[src/rtl/sync_fifo_flex.sv]
// Single-clock FIFO with occupancy count, almost-full/empty thresholds,
// sticky overflow/underflow flags and selectable registered or FWFT read.
module sync_fifo_flex #(
  parameter int DATA_WIDTH    = 8,
  parameter int ADDR_WIDTH    = 4,
  parameter int FWFT          = 0,
  parameter int AFULL_THRESH  = (1 << ADDR_WIDTH) - 2,
  parameter int AEMPTY_THRESH = 2
) (
  input  logic                  clk,
  input  logic                  rst,
  input  logic                  wr_en,
  input  logic [DATA_WIDTH-1:0] wr_data,
  output logic                  full,
  output logic                  almost_full,
  input  logic                  rd_en,
  output logic [DATA_WIDTH-1:0] rd_data,
  output logic                  rd_valid,
  output logic                  empty,
  output logic                  almost_empty,
  output logic [ADDR_WIDTH:0]   count,
  output logic                  overflow,
  output logic                  underflow,
  input  logic                  clr_err
);

  localparam int DEPTH = 1 << ADDR_WIDTH;
  localparam logic [ADDR_WIDTH:0]   DEPTH_C = (ADDR_WIDTH + 1)'(DEPTH);
  localparam logic [ADDR_WIDTH:0]   AF_C    = (ADDR_WIDTH + 1)'(AFULL_THRESH);
  localparam logic [ADDR_WIDTH:0]   AE_C    = (ADDR_WIDTH + 1)'(AEMPTY_THRESH);
  localparam logic [ADDR_WIDTH:0]   CNT_ONE = (ADDR_WIDTH + 1)'(1);
  localparam logic [ADDR_WIDTH-1:0] PTR_ONE = ADDR_WIDTH'(1);

  if (AFULL_THRESH < 1 || AFULL_THRESH > DEPTH) begin : g_bad_afull
    $error("sync_fifo_flex: AFULL_THRESH must be in 1..DEPTH");
  end
  if (AEMPTY_THRESH < 0 || AEMPTY_THRESH > DEPTH - 1) begin : g_bad_aempty
    $error("sync_fifo_flex: AEMPTY_THRESH must be in 0..DEPTH-1");
  end

  // Handshake: a write is taken when wr_en=1 and full=0; a read/pop is taken
  // when rd_en=1 and empty=0. Both decisions use only registered state, so a
  // write at full is dropped even if a read is accepted in the same cycle.
  logic [DATA_WIDTH-1:0] mem [DEPTH];
  logic [ADDR_WIDTH-1:0] wr_ptr;
  logic [ADDR_WIDTH-1:0] rd_ptr;
  logic [ADDR_WIDTH:0]   count_q;
  logic                  wr_acc;
  logic                  rd_acc;
  logic                  overflow_q;
  logic                  underflow_q;

  assign full         = (count_q == DEPTH_C);
  assign empty        = (count_q == '0);
  assign almost_full  = (count_q >= AF_C);
  assign almost_empty = (count_q <= AE_C);
  assign count        = count_q;
  assign overflow     = overflow_q;
  assign underflow    = underflow_q;

  assign wr_acc = wr_en & ~full;
  assign rd_acc = rd_en & ~empty;

  always_ff @(posedge clk) begin
    if (rst) begin
      wr_ptr  <= '0;
      rd_ptr  <= '0;
      count_q <= '0;
    end else begin
      if (wr_acc) wr_ptr <= wr_ptr + PTR_ONE;
      if (rd_acc) rd_ptr <= rd_ptr + PTR_ONE;
      case ({wr_acc, rd_acc})
        2'b10:   count_q <= count_q + CNT_ONE;
        2'b01:   count_q <= count_q - CNT_ONE;
        default: count_q <= count_q;
      endcase
    end
  end

  // Storage is deliberately not reset; stale words are unreachable after reset.
  always_ff @(posedge clk) begin
    if (wr_acc) mem[wr_ptr] <= wr_data;
  end

  // A new error in the same cycle as clr_err keeps the flag set.
  always_ff @(posedge clk) begin
    if (rst) begin
      overflow_q  <= 1'b0;
      underflow_q <= 1'b0;
    end else begin
      if (wr_en && full)  overflow_q <= 1'b1;
      else if (clr_err)   overflow_q <= 1'b0;
      if (rd_en && empty) underflow_q <= 1'b1;
      else if (clr_err)   underflow_q <= 1'b0;
    end
  end

  if (FWFT != 0) begin : g_fwft
    assign rd_data  = mem[rd_ptr];
    assign rd_valid = ~empty;
  end else begin : g_reg
    logic [DATA_WIDTH-1:0] rd_data_q;
    logic                  rd_valid_q;

    always_ff @(posedge clk) begin
      if (rst) begin
        rd_data_q  <= '0;
        rd_valid_q <= 1'b0;
      end else begin
        rd_valid_q <= rd_acc;
        if (rd_acc) rd_data_q <= mem[rd_ptr];
      end
    end

    assign rd_data  = rd_data_q;
    assign rd_valid = rd_valid_q;
  end

endmodule

[config.mk]
export PLATFORM = sky130hd
export DESIGN_NAME = sync_fifo_flex
export DESIGN_NICKNAME = d
export VERILOG_FILES = /design/src/rtl/sync_fifo_flex.sv
export SDC_FILE = /design/constraint.sdc
export NUM_CORES = 1
export LEC_CHECK = 0
export CORE_ASPECT_RATIO = 1.25
export CORE_UTILIZATION = 45
export CTS_BUF_LIST = sky130_fd_sc_hd__clkbuf_8
export DETAILED_ROUTE_END_ITERATION = 8
export PLACE_DENSITY_LB_ADDON = 0.12
export SLEW_MARGIN = 0
export SYNTH_ARGS = -nofsm -noshare
export SYNTH_HDL_FRONTEND = slang
export SYNTH_SLANG_ARGS = --single-unit
[constraint.sdc]
create_clock -name clk -period 3.28 [get_ports clk]
set_clock_uncertainty 0.1 [all_clocks]
set_input_delay 0.984 -clock clk [delete_from_list [all_inputs] [get_ports clk]]
set_output_delay 0.984 -clock clk [all_outputs]
set_load 0.05 [all_outputs]
After elaboration in Yosys (flattened, before gate mapping). Memories as Yosys holds them, arrays and structs flattened. A register that Yosys moved wholly into a read port is not among the register bits. Cells that the tools add are included.

RAM bits: 128. Word-level logic and storage cells: 32. Memories: 1. Output and inout port bits: 20. Register bits after elaboration: 16.

Equality and inequality tests: 3. Reduce and logical (&&, ||, !) cells: 6. Magnitude comparators: 2. Add/sub/neg operators: 4. Multiplexer cells: 6. Bitwise gates (word level): 4.

Memory list: mem (depth 16, bits a word 8, rd ports 1, clocked after Yosys merged registers in 1, write ports 1, RTL line 44) `logic [DATA_WIDTH-1:0] mem [DEPTH];`.

Operators with widths (number): $pmux 5 s2 (1); $add 4x1->4 const B (2); $reduce_bool 2->1 (3); $add 5x1->5 const B (1); $eq 5x5->1 const B (1); $ge 5x4->1 const B (1); $le 5x2->1 const B (1); $logic_not 5->1 (1); $mux 1 (5); $sub 5x1->5 const B (1); $and 1x1->1 (2); $eq 2x1->1 const B (1); $eq 2x2->1 const B (1); $logic_and 1x1->1 (2); $not 1->1 (2).

Depth between registers and ports, before layout. Gate-level depths: netlist of the first run.

Depth after elaboration: 5. Depth in mapped cells: 13. Mapped depth without buffers: 11.

Worst setup path after synthesis of the first run. OpenSTA, ideal clock, no wires.

Kind: register to output. Start point: reg count_q[1] (netlist: count[1]). End point: out almost_empty. Path slack: -1.013 ns. Data arrival time: 3.209 ns. Buffers on the path: 1. Data required time: 2.196 ns. Stages on the path, launching flop included: 3. Cells stage by stage: dfxtp_1 buf_2 a2111oi_0.

Longest elaborated chain between the ends: 1.

RTL lines: from (decl) (RTL line 47) `logic [ADDR_WIDTH:0] count_q;`; from (signal assigned) (RTL line 73) `2'b10: count_q <= count_q + CNT_ONE;`; from (signal assigned) (RTL line 74) `2'b01: count_q <= count_q - CNT_ONE;`; from (signal assigned) (RTL line 75) `default: count_q <= count_q;`; $le 5x2->1 (RTL line 56) `assign almost_empty = (count_q <= AE_C);`; to (decl) (RTL line 20) `output logic almost_empty,`.

Every way passes these cells.

Worst setup path in the final report of the first run.
Start point: reg count_q[2] (netlist: count[2]). End point: out almost_full.

Longest elaborated chain between the ends: 1.

RTL lines: $ge 5x4->1 (RTL line 55) `assign almost_full = (count_q >= AF_C);`; to (decl) (RTL line 15) `output logic almost_full,`.

Every way passes these cells.

==> results.ini, run 1 <==
[drt]
drtIter0Drc=226
dr.pass1.iters=4
vias=3496
ant_nets=0
routedWlPerCell_um=20.2
routed_wirelength_um=13000
vias_per_cell=5.41
drc=0

[global_routing]
grt_usage=0.196
grt_overflow=0
grt_max_degree=38
grt_pass1_wl_um=19700
grt_pass1_vias=3427
antenna_found_initial=0

[critical_path]
path_buf_inv=1
path_cells=nand3_1 > nand2_1 > clkdlybuf4s50_1
cp_slowest_cell=clkdlybuf4s50_1
cp.arrival_ns=2.04
required_ns=2.20
end_kind=primary output
slowest_delay_ns=0.79
crit_type=reg2out
crit_path_max_fanout=11
cp-start-kind=flip-flop
cpLargestDelayFamily=buffers and inverters

[clock_tree]
cts_root_buf=clkbuf_8
hold_buffers=0
clk_latency_ns=0.44
cts_tree=done
htree_levels=4
cts_num_sinks=152
cts_made_buffers=17
path_clk_slew_ns=0.09
clockBufferDepth=2

[flow_run]
maxCapViolations=0

[timing]
drv_slew=0
rsz0062_at_grt=no
worstMarginPinSlew_ns=0.701
fin_setup_tns_ns=0
fin_ws_ns=0.156
setup_viol=0
finalHoldViolCount=0
max_freq_mhz=320
period_minus_slack_ns=3.12
max-slew-margin-rel=0.531
fin_crit_sh=0.952

[die]
die-area_um2=14200
chipWidth_um=107
pin_count=33
core_um2=13300
initial_utilization=0.464
dieHeight_um=133
rows=47

[power_and_ir_drop]
leakage_nw=2.31
finalPower_mw=5.41
max-vdd-ir-drop_mv=0.640
powerDensity_nw_per_um2=751

[placement]
place_ws_ns=-0.137
hpwl_um=8680
place_congestion=0.810
numPortBuffers=32
dp.cells=614

[outcome]
status=finished clean

[logic_synthesis]
ys_types=41
netlist_area_um2=6190
ys_seq_area_frac=0.698
synth_top_area_frac=0.621
ys_ff_latch=152
syn_nets=430
yosys.area.top_type=edfxtp_1
synth_area_leaders=edfxtp_1 (62%), mux2i_1 (11%), dfxtp_1 (7.8%)
synth_cells=408
yosysWarnings=0
syn_avg_cell_area_um2=15.2

[cells_and_area]
syn2layout_area_growth_pct=16.3
utilization=0.539
drive_gt1_frac=0.152
stdcell_count=646
finalNetCount=484
antennaDiodeCount=0

[worst_hold_path]
hold_class=reg2reg

## flip-flops by register name, indices dropped and copies added, names as in the netlist
register   cells
count          5
mem          128
overflow       1
rd_data        8
rd_ptr         4
rd_valid       1
underflow      1
wr_ptr         4
## through the flow
step                hold slack, ns  cell area [um^2]
global placement             0.398              6790
finish                       0.410              7200
detailed placement           0.402              6790
CTS                          0.414              7200
floorplan                    0.454              6200
global route                 0.430              7200
## worst paths after layout
check / slack, ns / depth (start not counted) / to / from
setup / recovery: 0.16 / 3 / almost_full / count[2]
hold / removal: 0.41 / 2 / rd_data[6] / rd_data[6]
setup reg to reg: 0.62 / 10 / count[4] / count[2]
hold reg to reg: 0.41 / 2 / rd_data[6] / rd_data[6]
## synth_stat cells
library cell,number
nor3b_1,1
xnor2_1,2
mux2i_1,66
mux2_1,1
buf_1,1
o21ai_0,2
and2_1,2
nor2_1,38
nand4_1,2
nor3_1,5
buf_2,10
buf_6,7
nand3b_1,3
dfxtp_1,24
nand2b_1,5
nor2b_1,1
nand2_1,11
xor2_1,7
or3_4,1
or3_1,1
a211o_1,1
nor4_1,7
nor4_4,1
clkbuf_1,5
inv_2,1
o22ai_1,33
nand3_1,2
a211oi_1,6
o22ai_2,1
a2111oi_0,1
inv_1,5
a211oi_2,2
a22oi_1,3
a21oi_1,6
nor4_2,2
edfxtp_1,128
ha_1,9
a21o_1,2
buf_4,1
a21boi_2,1
or3b_1,1
## per-layer routing
metal,vias up,track usage,wire length (um)
met5,-,0,0
met1,1713,0.237,5220
met3,14,0.0484,645
li1,1674,-,-
met2,95,0.331,6860
met4,0,0.0845,302
## kinds of logic (layout without fill, tap and decap cells)
group                    after synthesis  in the layout  synth area share
flip-flops                           152            152             0.698
multiplexers                          67             67             0.109
XOR/XNOR                               9              9            0.0127
adder cells (fa/ha/maj)                9              9            0.0182
buffers and inverters                 30             97            0.0293
AND/OR/NAND/NOR                       83             83            0.0691
AO/OA/AOI/OAI                         58             58            0.0638
## final cells by class
class	instances	area (um^2)
clock inverter	14	161
timing repair buffer	59	531
sequential	152	4330
multi-input combinational	226	1700
inverter	6	22.5
fill	1117	6150
clock buffer	18	248
tap	171	214
## what timing repair did
item                                    in CTS  in global routing
endpoints found under the setup margin       2                  0
resized for setup                            2                  0
setup buffers                                0                  0
## layout by cell type, fill, tap and decap left out, types with 6 or more instances in the layout
cell type / Yosys / layout
ha_1: 9 / 9
clkbuf_8: 0 / 18
buf_4: 1 / 27
nand2_1: 11 / 11
dfxtp_1: 24 / 23
a211oi_1: 6 / 6
nor2_1: 38 / 38
nor4_1: 7 / 7
o22ai_1: 33 / 33
xor2_1: 7 / 7
mux2i_1: 66 / 66
edfxtp_1: 128 / 128
clkdlybuf4s50_1: 0 / 29
## power by group
| group | internal [mW] | total [mW] | switching [mW] |
|---|---|---|---|
| logic | 0.575 | 1.58 | 1.00 |
| clock network | 0.718 | 1.47 | 0.749 |
| registers | 2.24 | 2.37 | 0.130 |
## worst register-to-register path, stage by stage, from the launching register on
cell and delay (ns):
dfxtp_1 0.44, nor4_4 0.42, a21oi_2 0.12, ha_1 0.24
xor2_1 0.16, ha_1 0.19, a21oi_1 0.18, nand2b_1 0.08
a21o_1 0.17, a21oi_1 0.13, mux2_1 0.32
Note: power is estimated with default switching activity, not from simulation.
==> run 2: changes to the inputs <==
- CTS_CLUSTER_SIZE: default -> 25
==> results of run 2 <==
No change in the layout: final DEF, timing and power equal those of run 1.
==> run 3: changes to the inputs <==
- REMOVE_ABC_BUFFERS: default -> 1
==> run 3 against run 2 <==
Register-to-register slack better by 0.06 ns; critical path type unchanged; sequential share of layout area grew 0.20 points; sequential power about the same; critical path depth did not move; global-route usage about the same; routed wire length shrank 1.6%; combinational power about the same; largest cell class unchanged; clock power shrank 9.5%.
==> results.ini, run 3 (synthesized netlist as in run 1, its figures left out) <==
[outcome]
status=finished clean

[drt]
drtIter0Drc=155  ; -31%
routedWlPerCell_um=19.8  ; -1.9%
vias=3534  ; +1.1%
dr.pass1.iters=4  ; unchanged
ant_nets=0  ; unchanged
drc=0  ; unchanged
routed_wirelength_um=12800  ; -1.6%
vias_per_cell=5.45  ; +0.77%

[clock_tree]
htree_levels=4  ; unchanged
postCtsSetupBuffers=0  ; unchanged
hold_buffers=0  ; unchanged
cts_num_sinks=152  ; unchanged
cts_root_buf=clkbuf_8
cts_made_buffers=17  ; unchanged
cts_tree=done
clk_latency_ns=0.44  ; about the same
ctsResizeCount=2  ; unchanged
path_clk_slew_ns=0.08  ; about the same
clockBufferDepth=2  ; unchanged

[cells_and_area]
finalNetCount=487  ; +0.62%
stdcell_count=648  ; +0.31%
utilization=0.538  ; -0.00178
fin_area_um2=7180  ; -0.33%
final_common_cell=edfxtp_1
fillCellCount=1089  ; -2.5%
antennaDiodeCount=0  ; unchanged
multi_input_area_um2=1690  ; -0.37%
drive_gt1_frac=0.149  ; -0.00273
largest_register_ffs=128  ; unchanged
seqCellArea_um2=4330  ; unchanged
regMostFlops=mem
syn2layout_area_growth_pct=15.9
final_cell_mix=edfxtp_1 (128), mux2i_1 (66), nor2_1 (38), o22ai_1 (33), buf_4 (30)

[placement]
place_ws_ns=-0.115  ; +0.0221 ns
dp.cells=617  ; +0.49%
numPortBuffers=32  ; unchanged
place_congestion=0.816  ; +0.67%
dpl_cell_area_um2=6810  ; +0.24%
hpwl_um=8690  ; about the same

[critical_path]
crit_type=reg2out
end_kind=primary output
worst_r2r_path_depth=11  ; +1
r2r-start=count[2]
timing.rr.end=count[4]
cp.arrival_ns=2.01  ; -0.03 ns
crit_path_max_fanout=11  ; unchanged
required_ns=2.20  ; about the same
reg2reg_slack_ns=0.68  ; +0.06 ns
cp-start-kind=flip-flop

[die]
rows=47  ; unchanged
dieHeight_um=133  ; unchanged
chipWidth_um=107  ; unchanged
die-area_um2=14200  ; unchanged
pin_count=33  ; unchanged
initial_utilization=0.464  ; unchanged
core_um2=13300  ; unchanged

[timing]
rsz0062_at_grt=no
fin_crit_sh=0.943  ; -0.00963
period_minus_slack_ns=3.09  ; -0.0316 ns
worstMarginPinSlew_ns=0.686  ; -0.0144 ns
setup_viol=0  ; unchanged
max_freq_mhz=323  ; +1.0%
fin_setup_tns_ns=0  ; unchanged
drv_slew=0  ; unchanged
max-slew-margin-rel=0.541  ; +0.00966
fin_ws_ns=0.188  ; +0.0316 ns
finalHoldViolCount=0  ; unchanged

[power_and_ir_drop]
leakage_nw=2.30  ; -0.32%
powerDensity_nw_per_um2=738  ; -1.7%
max-vdd-ir-drop_mv=0.612  ; -4.3%

[worst_hold_path]
worstHoldStart=rd_data[6]
min_path_cells=2  ; unchanged
hold_class=reg2reg
holdPathEnd=rd_data[6]

[global_routing]
grt_pass1_vias=3638  ; +6.2%
grt_max_degree=45  ; +18%
grt_pass1_wl_um=20100  ; +2.1%
grt_overflow=0  ; unchanged
antenna_found_initial=0  ; unchanged
grt_usage=0.196  ; about the same

[flow_run]
maxCapViolations=0  ; unchanged

[run 3: worst max path at each step]
stage | from | endpoint | slack, ns
floorplan | count[1] | almost_empty | -0.94
global placement | wr_en | count[4] | -0.06
detailed placement | wr_en | count[4] | -0.11
CTS | count[2] | almost_full | 0.14
global route | count[2] | almost_full | 0.05
finish | count[2] | almost_full | 0.19
[run 3: power breakdown]
part	internal (mW)	total (mW)	switching (mW)	leakage [nW]
Combinational	0.570	1.60	1.03	0.767
Sequential	2.24	2.36	0.129	1.35
Clock	0.661	1.33	0.671	0.182
[run 3: area by class of cell]
| cell class | instances | share of cell area |
|---|---|---|
| clock inverters | 14 | 0.0188 |
| repair buffers | 62 | 0.0771 |
| inverters | 6 | 0.00314 |
| well taps | 171 | 0.0298 |
| clock buffers | 17 | 0.0326 |
| multi-input cells | 226 | 0.236 |
| flip-flops and latches | 152 | 0.603 |
[run 3: metrics by stage]
stage / total power, mW / hold WS [ns]
5_1_grt: 5.53 / 0.438
2_1_floorplan: 3.42 / 0.454
6_report: 5.30 / 0.407
4_1_cts: 5.35 / 0.414
3_5_place_dp: 4.03 / 0.402
3_3_place_gp: 4.00 / 0.394
[run 3: worst max-delay path: stages, from the launching register on]
cell	delay, ns
dfxtp_1	0.56
nand3_1	0.13
nand2_1	0.08
clkdlybuf4s50_1	0.79
[run 3: per-layer routing]
metal / vias to the layer above / global-route usage / wire length [um]
li1: 1674 / - / -
met3: 21 / 0.0421 / 344
met2: 82 / 0.333 / 6650
met5: - / 0 / 0
met4: 0 / 0.0913 / 369
met1: 1757 / 0.236 / 5450
